<file path="src/rtl/motor_input_cond_if.sv">
// Raw switch inputs and conditioned outputs of motor_input_cond.
// The master side drives the raw inputs and the slave (conditioner) drives the outputs.
interface motor_input_cond_if;
    logic btn_raw;
    logic up_limit_raw;
    logic dn_limit_raw;
    logic activate;
    logic up_limit;
    logic dn_limit;
    logic fault;

    modport master (
        output btn_raw, up_limit_raw, dn_limit_raw,
        input  activate, up_limit, dn_limit, fault
    );

    modport slave (
        input  btn_raw, up_limit_raw, dn_limit_raw,
        output activate, up_limit, dn_limit, fault
    );
endinterface

</file>
<file path="src/rtl/motor_input_cond.sv">
// Sync + debounce of button/limit switches; button press -> one activate pulse. MOTOR_COND_FAULT_EN adds sticky limit-conflict fault.
// Latency raw->output 2+DB_CYCLES edges; no backpressure (level inputs sampled every cycle).
module motor_input_cond #(
    parameter int DB_CYCLES = 16,
    parameter int CNT_W     = 5
) (
    input  logic              clk,
    input  logic              rst_n,
    motor_input_cond_if.slave io
);
    localparam logic [CNT_W-1:0] CNT_MAX = CNT_W'(DB_CYCLES - 1);
    localparam int BTN = 0;
    localparam int UP  = 1;
    localparam int DN  = 2;

    logic [2:0]            raw;
    logic [2:0]            sync1;
    logic [2:0]            sync2;
    logic [2:0]            d;
    logic [2:0]            d_nxt;
    logic [2:0]            load;
    logic [2:0][CNT_W-1:0] cnt;
    logic                  fault_q;
    logic                  fault_nxt;
    logic                  act_q;
    logic                  up_q;
    logic                  dn_q;

    assign raw = {io.dn_limit_raw, io.up_limit_raw, io.btn_raw};

    // A channel flips on the DB_CYCLES-th consecutive cycle that sync2 disagrees with d.
    always_comb begin
        load  = '0;
        d_nxt = d;
        for (int i = 0; i < 3; i++) begin
            load[i] = (sync2[i] != d[i]) && (cnt[i] == CNT_MAX);
            if (load[i]) begin
                d_nxt[i] = sync2[i];
            end
        end
    end

    always_ff @(posedge clk or negedge rst_n) begin
        if (!rst_n) begin
            sync1 <= '0;
            sync2 <= '0;
            d     <= '0;
            cnt   <= '0;
        end else begin
            sync1 <= raw;
            sync2 <= sync1;
            d     <= d_nxt;
            for (int i = 0; i < 3; i++) begin
                if ((sync2[i] == d[i]) || load[i]) begin
                    cnt[i] <= '0;
                end else begin
                    cnt[i] <= cnt[i] + CNT_W'(1);
                end
            end
        end
    end

`ifdef MOTOR_COND_FAULT_EN
    // Both limits asserted is physically impossible; latch it until reset.
    assign fault_nxt = fault_q | (d[UP] & d[DN]);

    always_ff @(posedge clk or negedge rst_n) begin
        if (!rst_n) begin
            fault_q <= 1'b0;
        end else begin
            fault_q <= fault_nxt;
        end
    end
`else
    assign fault_nxt = 1'b0;
    assign fault_q   = 1'b0;
`endif

    // Outputs are registered alongside d so they change in the same cycle as d.
    always_ff @(posedge clk or negedge rst_n) begin
        if (!rst_n) begin
            act_q <= 1'b0;
            up_q  <= 1'b0;
            dn_q  <= 1'b0;
        end else begin
            act_q <= d_nxt[BTN] & ~d[BTN] & ~fault_nxt;
            up_q  <= d_nxt[UP] | fault_nxt;
            dn_q  <= d_nxt[DN] | fault_nxt;
        end
    end

    assign io.activate = act_q;
    assign io.up_limit = up_q;
    assign io.dn_limit = dn_q;
    assign io.fault    = fault_q;
endmodule

</file>
<file path="src/flat_wrapper.sv">
// flat-port wrapper written by rule: the top's interface ports become plain ports
module motor_input_cond_flat 
#(
    parameter int DB_CYCLES = 16,
    parameter int CNT_W     = 5
)
  (clk, rst_n, io_btn_raw, io_up_limit_raw, io_dn_limit_raw, io_activate, io_up_limit, io_dn_limit, io_fault);
  motor_input_cond_if io_i ();
  input  logic clk;
  input  logic rst_n;
  input wire logic [$bits(io_i.btn_raw)-1:0] io_btn_raw;
  input wire logic [$bits(io_i.up_limit_raw)-1:0] io_up_limit_raw;
  input wire logic [$bits(io_i.dn_limit_raw)-1:0] io_dn_limit_raw;
  output wire logic [$bits(io_i.activate)-1:0] io_activate;
  output wire logic [$bits(io_i.up_limit)-1:0] io_up_limit;
  output wire logic [$bits(io_i.dn_limit)-1:0] io_dn_limit;
  output wire logic [$bits(io_i.fault)-1:0] io_fault;
  assign io_i.btn_raw = io_btn_raw;
  assign io_i.up_limit_raw = io_up_limit_raw;
  assign io_i.dn_limit_raw = io_dn_limit_raw;
  assign io_activate = io_i.activate;
  assign io_up_limit = io_i.up_limit;
  assign io_dn_limit = io_i.dn_limit;
  assign io_fault = io_i.fault;
  motor_input_cond #(.DB_CYCLES(DB_CYCLES), .CNT_W(CNT_W)) u_core (.clk(clk), .rst_n(rst_n), .io(io_i));
endmodule
</file>
<file path="config.mk">
export PLATFORM = sky130hd
export DESIGN_NAME = motor_input_cond_flat
export DESIGN_NICKNAME = d
export VERILOG_FILES = /design/src/rtl/motor_input_cond_if.sv /design/src/rtl/motor_input_cond.sv /design/src/flat_wrapper.sv
export SDC_FILE = /design/constraint.sdc
export NUM_CORES = 1
export LEC_CHECK = 0
export BUFFER_PORTS_ARGS = -buffer_cell sky130_fd_sc_hd__buf_2
export CORE_MARGIN = 1
export CORE_UTILIZATION = 45
export DETAILED_ROUTE_END_ITERATION = 16
export SLEW_MARGIN = 30
export SYNTH_ARGS = -nofsm -noshare
export SYNTH_HDL_FRONTEND = slang
export SYNTH_SLANG_ARGS = --single-unit
export TNS_END_PERCENT = 5
</file>
<file path="constraint.sdc">
create_clock -name clk -period 2.05 [get_ports clk]
set_input_delay 0.1025 -clock clk [delete_from_list [all_inputs] [get_ports clk]]
set_output_delay 0.1025 -clock clk [all_outputs]
set_load 0.1 [all_outputs]
</file>
* Yosys cells after proc, flatten, opt, wreduce, memory -nomap -nowiden
Index checks and enable logic that the tools add are counted.
** Operators by class
- $add $sub $neg :: 3
- Eq/ne operators :: 9
- Mux-type cells :: 6
- Bitwise operators :: 2
- Reductions and logical operators :: 6
** Operators by type and width (number)
- $add A5 B1 Y5 const B :: 3
- $eq A5 B4 Y1 const B :: 3
- $mux W5 :: 3
- $eq A1 B1 Y1 :: 3
- $logic_and A1 B1 Y1 :: 3
- $logic_or A1 B1 Y1 :: 3
- $mux W1 :: 3
- $ne A1 B1 Y1 :: 3
- $and A1 B1 Y1 :: 1
- $not A1 Y1 :: 1
** Storage, ports and cells
- Register bits :: 27
- Bits of input ports :: 5
- Output and inout bits :: 4
- Word-level logic and storage cells :: 35

* Depth between registers and ports, before layout
- Depth after elaboration :: 4
- Mapped depth :: 5
- Mapped depth without buffers :: 5

* Worst setup path after synthesis
OpenSTA, ideal clock, no wires.
- Path type :: flip-flop to flip-flop
- Start point :: register u_core.d[2]
- End point :: register u_core.cnt[12] in the netlist's numbering
- Library setup time :: 72 ps
- Arrival :: 1345 ps
- Required time :: 1978 ps
- Setup slack :: 633 ps
- Stages on the path, launching flop included :: 4
- Buffers on the path :: 0
- Clock period less this slack :: 1417 ps
- Cell sequence :: dfrtp_1 -> xor2_1 -> nand2b_1 -> nor2_1
** On the way
- Word-level cells in the longest chain between the ends :: 4
- Elaborated cells between the ends (all ways) :: 5
- Classes of those cells :: eq/ne: 2; mux: 1; reduce/logical: 2
** RTL lines
- start: declaration :: RTL line motor_input_cond.sv:19 : logic [2:0] d;
- start signal: assignment :: RTL line motor_input_cond.sv:52 : d <= d_nxt;
- $ne A1 B1 Y1 :: RTL line motor_input_cond.sv:36 : load[i] = (sync2[i] != d[i]) && (cnt[i] == CNT_MAX);
- $logic_and A1 B1 Y1 :: RTL line motor_input_cond.sv:36
- $logic_or A1 B1 Y1 * :: RTL line motor_input_cond.sv:54 : if ((sync2[i] == d[i]) || load[i]) begin
- $mux W5 * :: RTL line motor_input_cond.sv:54
- end signal: indexed assignment :: RTL line motor_input_cond.sv:57 : cnt[i] <= cnt[i] + CNT_W'(1);
- end: declaration :: RTL line motor_input_cond.sv:22 : logic [2:0][CNT_W-1:0] cnt;
Mark *: on every way between the ends. The rest lies on a longest branch, timed or not.

* Worst setup path after layout
- Start point :: register u_core.cnt[0] in the netlist's numbering
- End point :: register u_core.cnt[3] in the netlist's numbering
** On the way
- Word-level cells in the longest chain between the ends :: 4
- Elaborated cells between the ends (all ways) :: 5
- Classes of those cells :: add/sub: 1; eq/ne: 1; mux: 1; reduce/logical: 2
** RTL lines (RTL line)
- parallel branches: the longest is 3 deep, another holds $add A5 B1 Y5
- $mux W5 * :: motor_input_cond.sv:54
Every way passes the cells marked *.

==> summary.md <==
| Metric | Value |
|---|---|
| RSZ-0062 raised after global routing | false |
| Area leader, netlist | dfrtp_1 |
| Endpoints failing setup | 0 |
| Overall power | 0.7920 mW |
| Postcts setup bufs | 0 |
| I/O pin count | 9 |
| Leakage | 0.5642 nW |
| Starting density of the core | 0.4848 |
| # DRC | 0 |
| Number of unique standard cell types used by synthesis | 14 |
| Sink Count | 25 |
| Worst vdd ir | 0.0003358 V |
| Layout Nets | 104 |
| Starting DRC count in detailed routing | 7 |
| Worst Hold Class | input port to async pin |
| Antenna Nets Post-Route | 0 |
| Core area | 1982 µm² |
| CTS tree | done |
| Post-synthesis sequential area ratio | 0.6510 |
| CP Capture Type | flip-flop |
| Number of synthesis warnings | 0 |
| Crit-path slowest cell | dfrtp_1 |
| Utilization after layout | 0.5492 |
| Clk_lat worst skew | 0.30 ns |
| Clock buffer depth | 2 |
| Cell count after synthesis | 78 |
| Delay of the slowest critical-path stage | 0.42 ns |
| # fillers | 166 |
| Slew HR | 0.6412 |
| N_diodes | 0 |
| Area Overhead vs Synth | 13.28% |
| Num CTS Buffers | 3 |
| Reg2Reg Depth | 5 |
| Flop2flop setup slack | 0.60 ns |
| Min Tclk post-route | 1.448 ns |
| Worst path arrival time | 1.69 ns |
| Routability cong. | 0.6596 |
| Drt first pass iters | 2 |
| CP Class | flip-flop to flip-flop |
| Die Ht | 48.21 µm |
| Placed Cells | 111 |
| CTS root buf | clkbuf_4 |
| Synth area leaders | dfrtp_1, ha_1, nor2_1 |
| Non-Filler Instances | 119 |
| Worst hold slack | 0.2940 ns |
| Final worst-path cycle share | 0.7066 |
| Cell mode on critical path | ha_1 |
| Max-Cap Viols | 0 |
| Die Wd | 48.21 µm |
| Fraction of final layout cells sized beyond drive strength 1 | 0.1304 |
| Cells along the critical path | ha_1 -> and3_1 -> ha_1 -> nand2b_1 -> nor2_1 |
| Hold buffer count at cts | 4 |
| Skew final | 0.0005136 ns |
| Via count | 538 |
| Drt total wl | 1.220 mm |
| Initial antenna violation count | 0 |
| Final HPWL DP | 909 µm |
| Resized Gates After CTS | 0 |
| Final Max Tran Viols | 0 |
| Die area | 2324 µm² |
| Flops & latches, synth | 25 |
| Largest net degree at the start of global routing | 26 |
| Critical Path Fanout Max | 5 |
| Yosys top cell area share | 0.6510 |
| Synthesized cell area | 960.9 µm² |
| CP startpoint kind | flip-flop |
| Delay-heaviest family, CP | simple AND/OR/NAND/NOR gates |
| Status | complete, no violations |
| Buffers on Ports | 7 |
| Syn Nets | 89 |
| Setup TNS | 0 ns |
| Commonest non-fill, non-tap cells in the layout | dfrtp_1, nor2_1, inv_1, buf_2 |
| Power per cell area | 727.6 nW/µm² |
| Wire length of the first global-routing pass | 2.063 mm |
| Synthesized area per cell | 12.32 µm² |
| Vias in the first global route | 507 |
| Fmax | 690.4 MHz |
| Overflow after GRT | 0 |
| Critical Path Stages | 5 |
| CP Buf/Inv Count | 0 |
| Commonest non-fill, non-tap cell in the layout | dfrtp_1 |
| Clock slew at reported path FFs | 0.12 ns |
| H-tree Lvls | 1 |
| Worst Path Required | 2.30 ns |
| Vias per std cell | 4.521 |
| Endpoints failing hold | 0 |
| Worst-Margin Slew | 0.5381 ns |
| All-Layer GR Usage | 0.1386 |
| Cell row count | 16 |
| WL per Instance | 10.25 µm |
-- Yosys cell counts --
master	number
nand2_1	1
nand2b_1	3
and3_1	3
nand3_1	3
conb_1	1
ha_1	6
inv_1	7
xor2_1	6
buf_4	1
xnor2_1	3
o21ai_0	1
nor2_1	16
dfrtp_1	25
mux2_2	2
-- sequential cells by signal, indices dropped and copies added, names as in the netlist --
| signal | cells |
|---|---|
| u_core.d | 3 |
| u_core.sync2 | 3 |
| u_core.io.activate | 1 |
| u_core.cnt | 15 |
| u_core.sync1 | 3 |
-- per-layer routing --
metal	GRT usage	wire length [µm]	up-vias
li1	-	-	269
met1	0.1723	586	261
met2	0.2107	587	6
met3	0.04444	32	2
met4	0.08333	13	0
met5	0	0	-
-- cell families after synthesis --
group	after synthesis	synth area share
AO/OA/AOI/OAI	1	0.005203
adder cells (fa/ha/maj)	6	0.07812
XOR/XNOR	9	0.08204
other	1	0.003903
AND/OR/NAND/NOR	26	0.1211
multiplexers	2	0.02344
buffers and inverters	8	0.03516
flip-flops	25	0.6510
-- worst reg2reg max path, cell delays in order (launching register included) --
cell and delay [ns]:
dfrtp_1 0.42, ha_1 0.23, and3_1 0.19, ha_1 0.20, nand2b_1 0.23, nor2_1 0.13
-- final cells by class --
class                   instances  area, µm²  area share
clock buffers                   4      26.28     0.02414
well taps                      27      33.78     0.03103
repair buffers                 11      75.07     0.06897
multi-input cells              45      301.5      0.2770
inverters                       7      26.28     0.02414
flip-flops and latches         25      625.6      0.5747
-- per-stage QoR --
| stage | worst slack [ns] | area [µm²] |
|---|---|---|
| final | 0.6015 | 1089 |
| after global routing | 0.4775 | 1089 |
| after CTS | 0.5888 | 1089 |
| after detailed placement | 0.6117 | 1022 |
| after global placement | 0.6321 | 1022 |
| after floorplan | 0.6334 | 960.9 |
-- path summary, 6_finish.rpt --
kind,from,end
setup / recovery,u_core.cnt[0]$_DFF_PN0_,u_core.cnt[3]$_DFF_PN0_
hold reg to reg,u_core.sync1[2]$_DFF_PN0_,u_core.sync2[2]$_DFF_PN0_
min in group clk,u_core.sync1[2]$_DFF_PN0_,u_core.sync2[2]$_DFF_PN0_
setup reg to reg,u_core.cnt[0]$_DFF_PN0_,u_core.cnt[3]$_DFF_PN0_
hold / removal,rst_n,u_core.d[0]$_DFF_PN0_
max in group asynchronous,rst_n,u_core.sync1[0]$_DFF_PN0_
-- power by group --
| part | internal, mW | leakage [nW] | switching (mW) |
|---|---|---|---|
| logic | 0.0225 | 0.221 | 0.0351 |
| clock network | 0.0758 | 0.0150 | 0.132 |
| registers | 0.513 | 0.328 | 0.0132 |
| total | 0.612 | 0.564 | 0.180 |
No activity file was read; power rests on OpenSTA's default activity.
